`src/rtl/delay_config_ctrl_pkg.sv`:
```
// Shared constants, width helpers and FSM encoding for the delay index
// configuration block and its serial frame receiver.
package delay_config_ctrl_pkg;

  localparam int NUMBER_OF_BITS = 16;
  localparam int BUFFER_SIZE    = 8;
  localparam int SEL_W          = 3;

  function automatic int idx_w(input int buf_size);
    return (buf_size > 1) ? $clog2(buf_size) : 1;
  endfunction

  function automatic int frame_len(input int buf_size);
    return SEL_W + idx_w(buf_size) + 1;
  endfunction

  localparam int IDX_W     = idx_w(BUFFER_SIZE);
  localparam int FRAME_LEN = frame_len(BUFFER_SIZE);

  typedef enum logic [1:0] {
    ST_IDLE  = 2'd0,
    ST_SHIFT = 2'd1,
    ST_CHECK = 2'd2
  } rx_state_e;

endpackage

```
`src/rtl/delay_config_ctrl_cfg_frame_rx.sv`:
```
// Serial config frame receiver: shifts in select/value/parity MSB first,
// validates the frame and emits a one-cycle write strobe or an error pulse.
module cfg_frame_rx
  import delay_config_ctrl_pkg::*;
#(
  parameter int  NUM_DELAYS  = 8,
  parameter int  BUFFER_SIZE = 8,
  localparam int IDX_W       = idx_w(BUFFER_SIZE)
) (
  input  logic             clk,
  input  logic             rst_n,
  input  logic             cfg_en,
  input  logic             cfg_data,
  output logic             cfg_busy,
  output logic             wr_en,
  output logic [SEL_W-1:0] wr_sel,
  output logic [IDX_W-1:0] wr_val,
  output logic             err_parity,
  output logic             err_range,
  output logic             err_abort
);

  localparam int FRAME_LEN = frame_len(BUFFER_SIZE);
  localparam int CNT_W     = $clog2(FRAME_LEN + 1);

  rx_state_e              state;
  rx_state_e              state_nxt;
  logic [CNT_W-1:0]       bit_cnt;
  logic [FRAME_LEN-1:0]   frame;
  logic                   en_low_seen;
  logic                   abort_q;
  logic                   start;
  logic                   frame_done;
  logic                   parity_bad;
  logic                   range_bad;

  // A frame only starts after cfg_en has been seen low, so a level held
  // across CHECK or across reset release cannot begin a spurious frame.
  assign start      = cfg_en && en_low_seen;
  assign frame_done = cfg_en && (bit_cnt == CNT_W'(FRAME_LEN - 1));

  assign wr_sel     = frame[FRAME_LEN-1 -: SEL_W];
  assign wr_val     = frame[1 +: IDX_W];
  assign parity_bad = ^frame;
  assign range_bad  = (int'(wr_sel) >= NUM_DELAYS) || (int'(wr_val) >= BUFFER_SIZE);

  always_ff @(posedge clk or negedge rst_n) begin
    if (!rst_n) begin
      state <= ST_IDLE;
    end else begin
      state <= state_nxt;
    end
  end

  always_comb begin
    state_nxt = state;
    case (state)
      ST_IDLE: begin
        if (start) state_nxt = ST_SHIFT;
      end
      ST_SHIFT: begin
        if (!cfg_en)         state_nxt = ST_IDLE;
        else if (frame_done) state_nxt = ST_CHECK;
      end
      ST_CHECK: state_nxt = ST_IDLE;
      default:  state_nxt = ST_IDLE;
    endcase
  end

  always_ff @(posedge clk or negedge rst_n) begin
    if (!rst_n) begin
      bit_cnt     <= '0;
      frame       <= '0;
      en_low_seen <= 1'b0;
      abort_q     <= 1'b0;
    end else begin
      abort_q <= (state == ST_SHIFT) && !cfg_en;
      if (!cfg_en) begin
        en_low_seen <= 1'b1;
      end else if ((state == ST_IDLE) && start) begin
        en_low_seen <= 1'b0;
      end
      case (state)
        ST_IDLE: begin
          if (start) begin
            frame   <= {{(FRAME_LEN-1){1'b0}}, cfg_data};
            bit_cnt <= CNT_W'(1);
          end
        end
        ST_SHIFT: begin
          if (cfg_en) begin
            frame   <= {frame[FRAME_LEN-2:0], cfg_data};
            bit_cnt <= bit_cnt + CNT_W'(1);
          end else begin
            frame   <= '0;
            bit_cnt <= '0;
          end
        end
        default: begin
          frame   <= '0;
          bit_cnt <= '0;
        end
      endcase
    end
  end

  // Parity outranks range so each frame yields at most one error pulse.
  always_comb begin
    cfg_busy   = (state != ST_IDLE);
    wr_en      = 1'b0;
    err_parity = 1'b0;
    err_range  = 1'b0;
    err_abort  = abort_q;
    if (state == ST_CHECK) begin
      if (parity_bad)     err_parity = 1'b1;
      else if (range_bad) err_range  = 1'b1;
      else                wr_en      = 1'b1;
    end
  end

endmodule

```
`src/rtl/delay_config_ctrl.sv`:
```
// Delay index configuration: shadow registers written by serial frames,
// copied to the active set on a word-select rising edge.
module delay_config_ctrl
  import delay_config_ctrl_pkg::*;
#(
  parameter int  NUM_DELAYS  = 8,
  parameter int  BUFFER_SIZE = 8,
  localparam int IDX_W       = idx_w(BUFFER_SIZE)
) (
  input  logic                        clk,
  input  logic                        rst_n,
  input  logic                        ws,
  input  logic                        cfg_en,
  input  logic                        cfg_data,
  output logic [NUM_DELAYS*IDX_W-1:0] delay_index,
  output logic                        cfg_busy,
  output logic                        pending,
  output logic                        commit,
  output logic                        err_parity,
  output logic                        err_range,
  output logic                        err_abort
);

  logic             ws_q;
  logic             ws_rise;
  logic             wr_en;
  logic [SEL_W-1:0] wr_sel;
  logic [IDX_W-1:0] wr_val;
  logic [IDX_W-1:0] shadow [NUM_DELAYS];
  logic [IDX_W-1:0] active [NUM_DELAYS];

  cfg_frame_rx #(
    .NUM_DELAYS  (NUM_DELAYS),
    .BUFFER_SIZE (BUFFER_SIZE)
  ) u_rx (
    .clk        (clk),
    .rst_n      (rst_n),
    .cfg_en     (cfg_en),
    .cfg_data   (cfg_data),
    .cfg_busy   (cfg_busy),
    .wr_en      (wr_en),
    .wr_sel     (wr_sel),
    .wr_val     (wr_val),
    .err_parity (err_parity),
    .err_range  (err_range),
    .err_abort  (err_abort)
  );

  assign ws_rise = ws && !ws_q;

  // A write landing on the same edge as a commit stays pending: the copy
  // below samples the old shadow contents.
  always_ff @(posedge clk or negedge rst_n) begin
    if (!rst_n) begin
      ws_q    <= 1'b0;
      pending <= 1'b0;
      commit  <= 1'b0;
    end else begin
      ws_q   <= ws;
      commit <= ws_rise && pending;
      if (wr_en) begin
        pending <= 1'b1;
      end else if (ws_rise) begin
        pending <= 1'b0;
      end
    end
  end

  always_ff @(posedge clk or negedge rst_n) begin
    if (!rst_n) begin
      for (int k = 0; k < NUM_DELAYS; k++) begin
        shadow[k] <= '0;
        active[k] <= '0;
      end
    end else begin
      for (int k = 0; k < NUM_DELAYS; k++) begin
        if (wr_en && (wr_sel == SEL_W'(k))) shadow[k] <= wr_val;
        if (ws_rise && pending)             active[k] <= shadow[k];
      end
    end
  end

  for (genvar g = 0; g < NUM_DELAYS; g++) begin : g_idx
    assign delay_index[g*IDX_W +: IDX_W] = active[g];
  end

endmodule

```
`config.mk`:
```
export PLATFORM = sky130hd
export DESIGN_NAME = delay_config_ctrl
export DESIGN_NICKNAME = d
export VERILOG_FILES = /design/src/rtl/delay_config_ctrl_pkg.sv /design/src/rtl/delay_config_ctrl_cfg_frame_rx.sv /design/src/rtl/delay_config_ctrl.sv
export SDC_FILE = /design/constraint.sdc
export NUM_CORES = 1
export LEC_CHECK = 0
export BUFFER_PORTS_ARGS = -buffer_cell sky130_fd_sc_hd__buf_2
export CORE_UTILIZATION = 50
export DETAILED_ROUTE_END_ITERATION = 16
export PLACE_DENSITY = 0.73
export SYNTH_ARGS = -nofsm -noshare
export SYNTH_HDL_FRONTEND = slang
export SYNTH_SLANG_ARGS = --single-unit
export TNS_END_PERCENT = 5
```
`constraint.sdc`:
```
create_clock -name clk -period 1.8 [get_ports clk]
set_input_delay 0.18 -clock clk [delete_from_list [all_inputs] [get_ports clk]]
set_output_delay 0.18 -clock clk [all_outputs]
set_load 0.02 [all_outputs]
```
==> flow_summary.yaml <==
drt:
  postRouteAntennaNets: 0
  drtIter0Drc: 63
  drtPass1Iterations: 4
  vias_per_cell: 4.94
  drt_wl_total_um: 5000
  vias: 1789
  drc: 0
  wl_per_cell_um: 13.8
timing:
  rsz0062_at_grt: "true"
  maxSlewViolCount: 0
  max-slew-margin-rel: 0.631
  post-route-period-util: 1.10
  skew_ns: 0.00478
  finalSetupViolCount: 25
  hold_violations: 0
  fmax_ghz: 0.507
  finalSetupTns_ns: -3.03
  fin_hold_ws_ns: 0.0587
  timing.final.ws_setup_ns: -0.174
  worst_slew_pin_slew_ns: 0.554
  min_period_ns: 1.97
floorplan:
  placementRows: 26
  top_level_ports: 35
  core_area_um2: 5240
  start_util: 0.530
  die_y_um: 76.5
  dieWidth_um: 76.5
  die-area_um2: 5850
cts:
  clock_latency_ns: 0.33
  clock_path_buffers: 2
  cts_root_buffer: "clkbuf_8"
  cts-buffers-inserted: 9
  ctsHtreeMaxLevel: 3
  cts_tree: "done"
  cts_sinks: 65
  path_clk_slew_ns: 0.07
synth:
  synth-edff-count: 0
  synthCells: 235
  synthArstFlopShare: 1.00
  synthFlopType: "dfrtp_1"
  ys_ff_latch: 65
  synth_most_common_cell: "nand2_1"
  ys_types: 36
  synth_largest_area_cell: "dfrtp_1"
  synth_nets: 246
  ys_top_cells_by_count: "75 x nand2_1, 65 x dfrtp_1, 13 x mux2_2, 12 x mux2_4, 10 x nor2_1"
  synth.top_cell.area_share: 0.586
  ys_top_cells_by_area: "dfrtp_1 59%, nand2_1 10%, mux2_4 6.5%"
  synth_area_um2: 2780
  synth_warnings: 0
  synth_seq_area_share: 0.586
  syn_area_per_cell_um2: 11.8
global_routing:
  gr-usage-all-layers: 0.191
  use_met2: 0.305
  grt_start_max_net_pins: 26
  grt_use_met3: 0.0395
  grt_pass1_vias: 1774
  grt.busiest_layer: "met2"
  antenna_found_initial: 0
  grt_pass1_wl_um: 8520
  use_met1: 0.247
  gr-total-overflow: 0
setup_path:
  endpoint_kind: "output pin"
  r2r_end: "shadow[15]"
  cp.arrival_ns: 1.79
  worstReg2RegStart: "u_rx.frame[4]"
  worstPathRequired_ns: 1.62
  criticalPathCategory: "flip-flop to output pin"
  rrSetupSlack_ns: -0.17
  cp_max_fo: 2
  worst_r2r_path_depth: 7
  cp-start-kind: "flip-flop"
place:
  dpl.hpwl_um: 3470
  placedInstanceArea_um2: 3080
  gp_congestion: 0.782
  port_buffers: 33
  dpl.cell_count: 341
pwr:
  p_int_uw: 2220
  seqPwrFrac: 0.522
  clkPwrFrac: 0.416
  sw_frac_of_total: 0.225
  peakVddDrop_uv: 397
  power_per_cell_area_nw_per_um2: 861
  p_comb_frac: 0.061
  p_leak_uw: 0.00185
  power.switching_uw: 645
final_layout:
  final_area_um2: 3330
  n_fill_cell: 410
  nets: 298
  drive_above_1_share: 0.363
  area_growth_pct: 20.0
  antenna_cells: 0
  layout.cells.non_filler: 362
min_path:
  min_path_cells: 2
  hp-class: "input pin to flip-flop"
  whs_endpoint: "u_rx.en_low_seen"
  min_from: "cfg_en"
job:
  cap_violations: 0
status:
  violations: "negative setup slack"
  outcome: "finished with violations"
-- power by group through the flow --
stage / clock [µW] / combinational (µW) / sequential, µW
after floorplan: 0 / 99.9 / 1520
after global placement: 0 / 163 / 1520
after detailed placement: 0 / 167 / 1530
after CTS: 1220 / 179 / 1500
after global routing: 1290 / 199 / 1500
final: 1190 / 176 / 1500
-- flip-flops by register name, indices dropped and copies added (netlist names) --
register and cells:
u_rx.bit_cnt 3, u_rx.state 2, pending 1, u_rx.en_low_seen 1, u_rx.err_abort 1, ws_q 1
u_rx.frame 7, delay_index 24, shadow 24, commit 1
-- timing repair --
action	in CTS	in global routing
endpoints found under the hold margin	20	0
pin swaps	5	0
endpoints found under the setup margin	25	25
buffers inserted	2	1
hold buffers	2	0
gates cloned	0	0
gates resized for setup	2	1
-- layer usage --
layer  up-vias  wire (µm)  share of wire
met5         -          0              0
met4         0         68          0.014
met3         6        157          0.031
met2        37       2410           0.48
met1       864       2360           0.47
li1        882          -              -
-- cell type report --
type                            count  area (µm²)  area share
Sequential cell                    65        1630       0.488
Clock buffer                       10         138      0.0413
Inverter                            5        18.8     0.00563
Clock inverter                      6        57.6      0.0173
Multi-Input combinational cell    152        1040       0.313
Timing Repair Buffer               54         359       0.108
Tap cell                           70        87.6      0.0263
-- critical path, stage by stage, from the launching register on --
cell,delay (ns)
dfrtp_1,0.39
inv_2,0.09
ha_4,0.21
xnor2_2,0.15
xnor3_2,0.27
and2b_2,0.23
buf_6,0.11
-- worst max path at each step --
stage	startpoint	to	cells after the start
finish	u_rx.frame[4]	err_parity	6
floorplan	u_rx.frame[5]	shadow[18]	6
detailed placement	u_rx.frame[5]	shadow[15]	6
global placement	u_rx.frame[5]	shadow[17]	6
global route	u_rx.frame[4]	err_parity	6
CTS	u_rx.frame[4]	err_parity	6
-- cells by family after synthesis --
logic type | Yosys count | synth area share
AOI/OAI and AO/OA | 14 | 0.0365
xor gates and xnor gates | 5 | 0.0239
adders and majority gates | 6 | 0.0271
buffers and inverters | 18 | 0.0437
DFF | 65 | 0.586
muxes | 25 | 0.118
other | 1 | 0.00135
and+or+nand+nor | 101 | 0.164
-- cells in the final DEF, fill, tap and decap left out, drive strengths merged --
cell type	n
nand2	75
dfrtp	65
buf	52
mux2	25
nor2	10
clkbuf	10
a22oi	8
ha	6
inv	5
clkinv	4
nand4b	3
and4	3
xor2	2
a21oi	2
dlygate4sd3	2
xnor2	2
and2b	2
or2	1
nand3b	1
nor3b	1
xnor3	1
and4b	1
nand2b	1
a22o	1
and2	1
nand3	1
nand4	1
o21ai	1
a311oi	1
o211ai	1
conb	1
bufinv	1
clkinvlp	1
-- stage by stage --
step                      setup WS, ns  total power (µW)   util
final                           -0.174              2870  0.636
after global routing            -0.253              2990  0.636
after CTS                       -0.151              2900  0.634
after detailed placement        -0.111              1690  0.589
after global placement         -0.0478              1690  0.589
after floorplan               -0.00869              1620      -
No activity file was read; power rests on OpenSTA's default activity.
